<file path="src/rtl/fwd_hazard_unit_if.sv">
// Bundle between the ID stage and the forwarding/hazard unit.
// ID drives the decoded instruction fields and flush. The unit returns the
// stall request, the EX operand-mux selects, the stall counter and a
// snapshot of its tracker for observation.
interface fwd_hazard_unit_if #(
  parameter int CNT_W = 16
);
  logic             id_valid;
  logic [3:0]       id_src1;
  logic             id_src1_used;
  logic [3:0]       id_src2;
  logic             id_src2_used;
  logic [3:0]       id_dest;
  logic             id_wb_en;
  logic             id_mem_read;
  logic             flush;
  logic             stall;
  logic [1:0]       sel_a;
  logic [1:0]       sel_b;
  logic [CNT_W-1:0] stall_count;
  // Tracker snapshot, laid out as {EX, MEM, WB} with each entry
  // packed as {valid, dest[3:0], wb_en, mem_read}.
  logic [20:0]      dbg_trk;

  modport master (
    output id_valid, id_src1, id_src1_used, id_src2, id_src2_used,
           id_dest, id_wb_en, id_mem_read, flush,
    input  stall, sel_a, sel_b, stall_count, dbg_trk
  );

  modport slave (
    input  id_valid, id_src1, id_src1_used, id_src2, id_src2_used,
           id_dest, id_wb_en, id_mem_read, flush,
    output stall, sel_a, sel_b, stall_count, dbg_trk
  );
endinterface

</file>
<file path="src/rtl/fwd_hazard_unit.sv">
// Forwarding-select and load-use hazard unit for the five-stage pipeline.
// It tracks the destination of each in-flight instruction in EX, MEM and WB.
// Select codes are computed while the consumer sits in ID and are registered,
// so they line up with the consumer's EX cycle.
module fwd_hazard_unit #(
  parameter bit FWD_EN = 1'b1,
  parameter int CNT_W  = 16
) (
  input logic              clk,
  input logic              rst_n,
  fwd_hazard_unit_if.slave hz
);

  typedef struct packed {
    logic       valid;
    logic [3:0] dest;
    logic       wb_en;
    logic       mem_read;
  } trk_t;

  // Mux encoding consumed by the EX operand muxes; 2'b11 is never driven.
  localparam logic [1:0] SEL_RF      = 2'b00;
  localparam logic [1:0] SEL_MEM_ALU = 2'b01;
  localparam logic [1:0] SEL_WB      = 2'b10;

  trk_t             ex_q, mem_q, wb_q, ex_d;
  logic [1:0]       sel_a_q, sel_a_d, sel_b_q, sel_b_d;
  logic [CNT_W-1:0] cnt_q, cnt_d;
  logic             s1_ex, s1_mem, s2_ex, s2_mem;
  logic             hazard, stall, issue;

  // Source matching, stall decision and next-state for tracker, selects and counter.
  always_comb begin
    s1_ex  = hz.id_src1_used & ex_q.valid  & ex_q.wb_en  & (ex_q.dest  == hz.id_src1);
    s1_mem = hz.id_src1_used & mem_q.valid & mem_q.wb_en & (mem_q.dest == hz.id_src1);
    s2_ex  = hz.id_src2_used & ex_q.valid  & ex_q.wb_en  & (ex_q.dest  == hz.id_src2);
    s2_mem = hz.id_src2_used & mem_q.valid & mem_q.wb_en & (mem_q.dest == hz.id_src2);

    // With forwarding only a load still in EX cannot be bypassed in time.
    // Without forwarding, any producer still in EX or MEM must drain first.
    if (FWD_EN) hazard = (s1_ex | s2_ex) & ex_q.mem_read;
    else        hazard = s1_ex | s1_mem | s2_ex | s2_mem;

    // Flush discards the ID instruction, so it also cancels any stall it caused.
    stall = hz.id_valid & ~hz.flush & hazard;
    issue = hz.id_valid & ~hz.flush & ~stall;

    ex_d = '0;
    if (issue) begin
      ex_d.valid    = 1'b1;
      ex_d.dest     = hz.id_dest;
      ex_d.wb_en    = hz.id_wb_en;
      ex_d.mem_read = hz.id_mem_read;
    end

    // The EX producer is the newer one, so it takes priority over MEM.
    // Bubbles and the no-forwarding build always read the register file.
    sel_a_d = SEL_RF;
    sel_b_d = SEL_RF;
    if (FWD_EN && issue) begin
      if (s1_ex)       sel_a_d = SEL_MEM_ALU;
      else if (s1_mem) sel_a_d = SEL_WB;
      if (s2_ex)       sel_b_d = SEL_MEM_ALU;
      else if (s2_mem) sel_b_d = SEL_WB;
    end

    cnt_d = cnt_q;
    if (stall && (cnt_q != '1)) cnt_d = cnt_q + CNT_W'(1);
  end

  // Pipeline tracker shift, registered selects and saturating stall counter.
  always_ff @(posedge clk or negedge rst_n) begin
    if (!rst_n) begin
      ex_q    <= '0;
      mem_q   <= '0;
      wb_q    <= '0;
      sel_a_q <= SEL_RF;
      sel_b_q <= SEL_RF;
      cnt_q   <= '0;
    end else begin
      ex_q    <= ex_d;
      mem_q   <= ex_q;
      wb_q    <= mem_q;
      sel_a_q <= sel_a_d;
      sel_b_q <= sel_b_d;
      cnt_q   <= cnt_d;
    end
  end

  assign hz.stall       = stall;
  assign hz.sel_a       = sel_a_q;
  assign hz.sel_b       = sel_b_q;
  assign hz.stall_count = cnt_q;
  assign hz.dbg_trk     = {ex_q, mem_q, wb_q};

endmodule
</file>
<file path="src/flat_wrapper.sv">
// flat-port wrapper written by rule: the top's interface ports become plain ports
module fwd_hazard_unit_flat 
#(
  parameter bit FWD_EN = 1'b1,
  parameter int CNT_W  = 16
)
  (clk, rst_n, hz_id_valid, hz_id_src1, hz_id_src1_used, hz_id_src2, hz_id_src2_used, hz_id_dest, hz_id_wb_en, hz_id_mem_read, hz_flush, hz_stall, hz_sel_a, hz_sel_b, hz_stall_count, hz_dbg_trk);
  fwd_hazard_unit_if #(.CNT_W(CNT_W)) hz_i ();
  input logic clk;
  input logic rst_n;
  input wire logic [$bits(hz_i.id_valid)-1:0] hz_id_valid;
  input wire logic [$bits(hz_i.id_src1)-1:0] hz_id_src1;
  input wire logic [$bits(hz_i.id_src1_used)-1:0] hz_id_src1_used;
  input wire logic [$bits(hz_i.id_src2)-1:0] hz_id_src2;
  input wire logic [$bits(hz_i.id_src2_used)-1:0] hz_id_src2_used;
  input wire logic [$bits(hz_i.id_dest)-1:0] hz_id_dest;
  input wire logic [$bits(hz_i.id_wb_en)-1:0] hz_id_wb_en;
  input wire logic [$bits(hz_i.id_mem_read)-1:0] hz_id_mem_read;
  input wire logic [$bits(hz_i.flush)-1:0] hz_flush;
  output wire logic [$bits(hz_i.stall)-1:0] hz_stall;
  output wire logic [$bits(hz_i.sel_a)-1:0] hz_sel_a;
  output wire logic [$bits(hz_i.sel_b)-1:0] hz_sel_b;
  output wire logic [$bits(hz_i.stall_count)-1:0] hz_stall_count;
  output wire logic [$bits(hz_i.dbg_trk)-1:0] hz_dbg_trk;
  assign hz_i.id_valid = hz_id_valid;
  assign hz_i.id_src1 = hz_id_src1;
  assign hz_i.id_src1_used = hz_id_src1_used;
  assign hz_i.id_src2 = hz_id_src2;
  assign hz_i.id_src2_used = hz_id_src2_used;
  assign hz_i.id_dest = hz_id_dest;
  assign hz_i.id_wb_en = hz_id_wb_en;
  assign hz_i.id_mem_read = hz_id_mem_read;
  assign hz_i.flush = hz_flush;
  assign hz_stall = hz_i.stall;
  assign hz_sel_a = hz_i.sel_a;
  assign hz_sel_b = hz_i.sel_b;
  assign hz_stall_count = hz_i.stall_count;
  assign hz_dbg_trk = hz_i.dbg_trk;
  fwd_hazard_unit #(.FWD_EN(FWD_EN), .CNT_W(CNT_W)) u_core (.clk(clk), .rst_n(rst_n), .hz(hz_i));
endmodule
</file>
<file path="config.mk">
export PLATFORM = sky130hd
export DESIGN_NAME = fwd_hazard_unit_flat
export DESIGN_NICKNAME = d
export VERILOG_FILES = /design/src/rtl/fwd_hazard_unit_if.sv /design/src/rtl/fwd_hazard_unit.sv /design/src/flat_wrapper.sv
export SDC_FILE = /design/constraint.sdc
export NUM_CORES = 1
export LEC_CHECK = 0
export BUFFER_PORTS_ARGS = -buffer_cell sky130_fd_sc_hd__buf_2
export CAP_MARGIN = 5
export CORE_ASPECT_RATIO = 0.7
export CORE_MARGIN = 1
export CORE_UTILIZATION = 44
export CTS_CLUSTER_SIZE = 20
export DETAILED_ROUTE_END_ITERATION = 10
export PLACE_DENSITY = 0.74
export SYNTH_ARGS = -nofsm -noshare
export SYNTH_HDL_FRONTEND = slang
export SYNTH_SLANG_ARGS = --single-unit
</file>
<file path="constraint.sdc">
create_clock -name clk -period 1.7 [get_ports clk]
set_input_delay 0.085 -clock clk [delete_from_list [all_inputs] [get_ports clk]]
set_output_delay 0.085 -clock clk [all_outputs]
set_load 0.03 [all_outputs]
</file>
== Word-level counts from Yosys, hierarchy flattened ==
Index checks and enable logic that the tools add are counted.
Storage, ports and cells
  memories kept: 0
  memory bits (writable): 0
  bits in read-only memories: 0
  register bits: 41
  latch bits: 0
Cells by class
  div/mod/pow operators: 0
  $add $sub $neg: 1
  multiplexer cells: 7
  bitwise logic cells: 19
  equal/unequal tests: 5
  multiply operators: 0
  $lt $le $gt $ge: 0
  shift operators: 0
  reduce and logical (&&, ||, !) cells: 1
Operators with widths (count)
  16-bit by 1-bit adder with 16-bit output, second input constant: 1
  1-bit AND: 16
  4-bit == test: 4
  16-bit != test, second input constant: 1
  2-bit 2-to-1 mux: 6
  7-bit 2-to-1 mux: 1
  1-bit inverter: 2
  1-bit logical AND: 1
  1-bit bitwise OR: 1

== Longest topological paths before layout ==
  depth after elaboration: 9
  gate-level depth with buffers: 6

== Worst setup path before layout ==
Ideal clock, no wire load.
  kind: register -> register
  from: reg u_core.cnt_q[0] (netlist: u_core.hz.stall_count[0])
  to: reg u_core.cnt_q[1] (netlist: u_core.hz.stall_count[1])
  period minus slack after synthesis: 2.008 ns
  path buffers: 0
  data arrival time: 1.883 ns
  library setup time: 0.125 ns
  required time: 1.575 ns
  path slack: -0.308 ns
  stages on the path, launching flop included: 7
  cell sequence: dfrtp_1 ha_1 nand4_1 nor4_4 a41oi_2 nand3_1 mux2_2
Between the ends
  word-level cells in the longest chain between the ends: 2
  elaborated cells between the ends (all ways): 3
  classes of those cells: 1 x add/sub; 1 x eq/ne; 1 x reduce/logical
Ends and longest elaborated chain
  start, declared: RTL line fwd_hazard_unit.sv:28  | logic [CNT_W-1:0] cnt_q, cnt_d;
  start signal, assigned: RTL line fwd_hazard_unit.sv:86  | cnt_q <= cnt_d;
  branches (longest 2 deep; another with 16-bit by 1-bit adder with 16-bit output)
Several ways; the timed one is not identified.
A chain may end at the register's enable or synchronous reset.

== Worst setup path in the final report ==
  from: reg u_core.ex_q, in the netlist u_core.hz.dbg_trk[17]
  to: out hz_stall
Between the ends
  word-level cells in the longest chain between the ends: 5
  elaborated cells between the ends (all ways): 7
  classes of those cells: 2 x eq/ne; 5 x bitwise
Ends and longest elaborated chain
  start, declared: RTL line fwd_hazard_unit.sv:26  | trk_t ex_q, mem_q, wb_q, ex_d;
  start signal, assigned: RTL line fwd_hazard_unit.sv:74  | ex_q <= '0;
  start signal, assigned: RTL line fwd_hazard_unit.sv:81  | ex_q <= ex_d;
  4-bit == test, on equally long branches: RTL line fwd_hazard_unit.sv:34, fwd_hazard_unit.sv:36
  1-bit AND, on equally long branches: RTL line fwd_hazard_unit.sv:34, fwd_hazard_unit.sv:36
  1-bit bitwise OR (*): RTL line fwd_hazard_unit.sv:41  | if (FWD_EN) hazard = (s1_ex | s2_ex) & ex_q.mem_read;
  1-bit AND (*): RTL line fwd_hazard_unit.sv:41
  1-bit AND (*): RTL line fwd_hazard_unit.sv:45  | stall = hz.id_valid & ~hz.flush & hazard;
  end, declared: RTL line flat_wrapper.sv:20  | output wire logic [$bits(hz_i.stall)-1:0] hz_stall;
Mark *: on every way between the ends. The rest lies on a longest branch, timed or not.

==> run summary <==
CTS buffer count = 5
Max clock buf depth = 2
Final GP Congestion = 0.843
Max rail drop VDD = 0.000508 V
port bufs = 61
vias in the first global route = 1503
CP max stage delay = 0.45 ns
floorplan core area = 3920 µm²
worst setup margin = -0.147 ns
FF-to-FF Start = u_core.hz.dbg_trk[17]
Final #Nets = 273
top cell type's share of synthesized area = 0.566
initial drt markers = 143
Post-synth top cells = 41 x dfrtp_1, 28 x xnor2_1, 10 x nand3_1, 8 x nand2_1, 8 x nand4_1
fill cell count = 278
Synth async-reset ratio = 1.00
HP Class = input pin to flip-flop
status = finished, violations left
starting density of the core = 0.462
Slew HR = 0.738
Row Count = 19
Max-Cap Viols = 0
worst r2r dst = u_core.hz.stall_count[6]
fmax = 541 MHz
Die Ht = 55.7 µm
Ys Warns = 0
vias per inst = 5.14
clock latency on the worst-skew pair = 0.31 ns
DR vias = 1569
Leak Pwr = 1.39 nW
register area share after synthesis = 0.566
clk slew on worst S/H paths = 0.07 ns
startpoint class of the critical path = flip-flop
most area-hungry cell type in the Yosys netlist = dfrtp_1
fin crit share = 1.09
max-slew violations = 0
die width = 78.7 µm
clock sink count = 41
Hold Path Origin = hz_id_dest[2]
PwrDens = 718 nW/µm²
die area = 4390 µm²
grt ovf = 0
R2R setup slack = -0.14 ns
DR WL/cell = 16.0 µm
synthesized flop and latch total = 41
Worst Reg-to-Reg Cells = 6
Design Area, Final = 2800 µm²
Worst Path Arrival = 1.76 ns
WP data required = 1.62 ns
RSZ-0062 raised after global routing = yes
CP Max Fanout = 3
total wire length = 4880 µm
failing checks = hold timing, setup timing
Power Total = 0.00201 W
synthesized netlist cell count = 147
drt drc = 0
Least-Margin Pin Slew = 0.393 ns
top-count cell post-synth = dfrtp_1
first-pass GRT wire length = 7400 µm
Area Growth Syn to Fin = 54.6%
post-synth cell types = 30
largest net degree at the start of global routing = 17
Pre-antenna DRT Iters = 4
number of flops mapped to enable cells by yosys = 0
io pins = 62
Synth Net Count = 168
Mapped Area = 1810 µm²
Root Driver = clkbuf_8
CP Cell Sequence = xnor2_2, nand4_4, o22ai_4, buf_6, and3_4, buf_6
antenna cells = 0
Place WS = -0.0689 ns
H-tree levels = 2
ys flop type = dfrtp_1
min Tclk post-route = 1.85 ns
Clock Skews = 0.0186 ns
Post-Syn Area per Cell = 12.3 µm²
Worst setup EP type = primary output
Routed Antenna Nets = 0
WS Path Type = flip-flop to primary output
Fin Hold WS = -0.000578 ns
Synth area leaders = dfrtp_1 57%, xnor2_1 14%, nand3_1 2.8%
initial antenna violation count = 0
gr usage total = 0.223
layout cell share with drive strength beyond 1 = 0.569
hold depth = 2
Worst Hold End = u_core.hz.dbg_trk[18]
final hold violations = 1
CP max-delay cell = dfrtp_2
DP Wirelength = 3200 µm
CTS tree = built
Placed Area = 2420 µm²
most frequent CP cell = buf_6
final setup violation count = 11
-- cells in the final DEF (no fill, tap or decap), types with 2 or more instances in the layout --
| cell type | count |
|---|---|
| and2_1 | 4 |
| and2_4 | 2 |
| and3_1 | 5 |
| and4_1 | 2 |
| buf_2 | 60 |
| buf_4 | 30 |
| buf_6 | 7 |
| clkbuf_8 | 5 |
| dfrtp_1 | 34 |
| dfrtp_2 | 7 |
| dlygate4sd3_1 | 2 |
| inv_1 | 2 |
| nand2_1 | 8 |
| nand2b_1 | 2 |
| nand3_1 | 3 |
| nand3_2 | 7 |
| nand4_1 | 8 |
| nand4b_1 | 3 |
| nor2_1 | 4 |
| nor3_1 | 2 |
| nor4_1 | 2 |
| xnor2_1 | 21 |
| xnor2_2 | 7 |
| xor2_1 | 2 |
-- layout make-up --
| cell class | count | area [µm²] | area share |
|---|---|---|---|
| Sequential cell | 41 | 1030 | 0.369 |
| Timing Repair Buffer | 99 | 624 | 0.223 |
| Tap cell | 52 | 65.1 | 0.0232 |
| Clock buffer | 6 | 72.6 | 0.0259 |
| Multi-Input combinational cell | 103 | 963 | 0.344 |
| Inverter | 2 | 7.51 | 0.00268 |
| Clock inverter | 2 | 35.0 | 0.0125 |
-- worst max path at each step --
| stage | startpoint | end | slack (ns) |
|---|---|---|---|
| detailed placement | u_core.hz.stall_count[0] | u_core.hz.stall_count[9] | -0.07 |
| finish | u_core.hz.dbg_trk[17] | hz_stall | -0.15 |
| CTS | u_core.hz.dbg_trk[17] | hz_stall | -0.08 |
| global placement | u_core.hz.stall_count[0] | u_core.hz.stall_count[9] | -0.02 |
| global route | u_core.hz.dbg_trk[15] | hz_stall | -0.20 |
| floorplan | u_core.hz.stall_count[0] | u_core.hz.stall_count[1] | -0.17 |
-- logic make-up after synthesis --
family,count (synthesis),synth area share
fa+ha+maj,1,0.00690
compound gates,6,0.0435
flops,41,0.566
mux,2,0.0117
xor+xnor,30,0.145
simple gates,64,0.221
buf+inv,3,0.00621
-- layer usage --
metal  global-route usage  up-vias  wire [µm]  part of all wire
li1                     -      733          -                 -
met1                0.327      774       2200              0.45
met2                0.335       50       2340              0.48
met3               0.0393       12        224             0.046
met4               0.0767        0        109             0.022
met5                    0        -          0                 0
-- metrics by stage --
stage / setup TNS [ns] / util / instances
final: -0.610 / 0.715 / 305
after global routing: -1.31 / 0.715 / 305
after CTS: -0.219 / 0.675 / 301
after detailed placement: -0.0847 / 0.617 / 285
after global placement: -0.0203 / 0.617 / 285
after floorplan: -0.172 / - / 147
-- flip-flops by register name, indices dropped and copies added, names as in the netlist --
| signal | cells |
|---|---|
| u_core.hz.dbg_trk | 21 |
| u_core.hz.sel_a | 2 |
| u_core.hz.sel_b | 2 |
| u_core.hz.stall_count | 16 |
-- worst max-delay path: cells and delay by family (launching register included) --
kind	cells	cell delay, ns
flops	1	0.45
buf+inv	2	0.24
xor+xnor	1	0.23
simple gates	2	0.33
compound gates	1	0.21
-- power breakdown --
group | internal, W | switching [W]
sequential | 0.000995 | 0.0000211
clock | 0.000436 | 0.000334
combinational | 0.0000935 | 0.000132
total | 0.00152 | 0.000487
-- timing repair --
item / in CTS / in global routing
hold endpoints to repair: 14 / 0
buffers inserted: 6 / 6
endpoints found under the setup margin: 4 / 23
pin swaps: 14 / 19
resized for setup: 10 / 28
hold buffers: 2 / 0
Power figures use the tool's default switching activity.
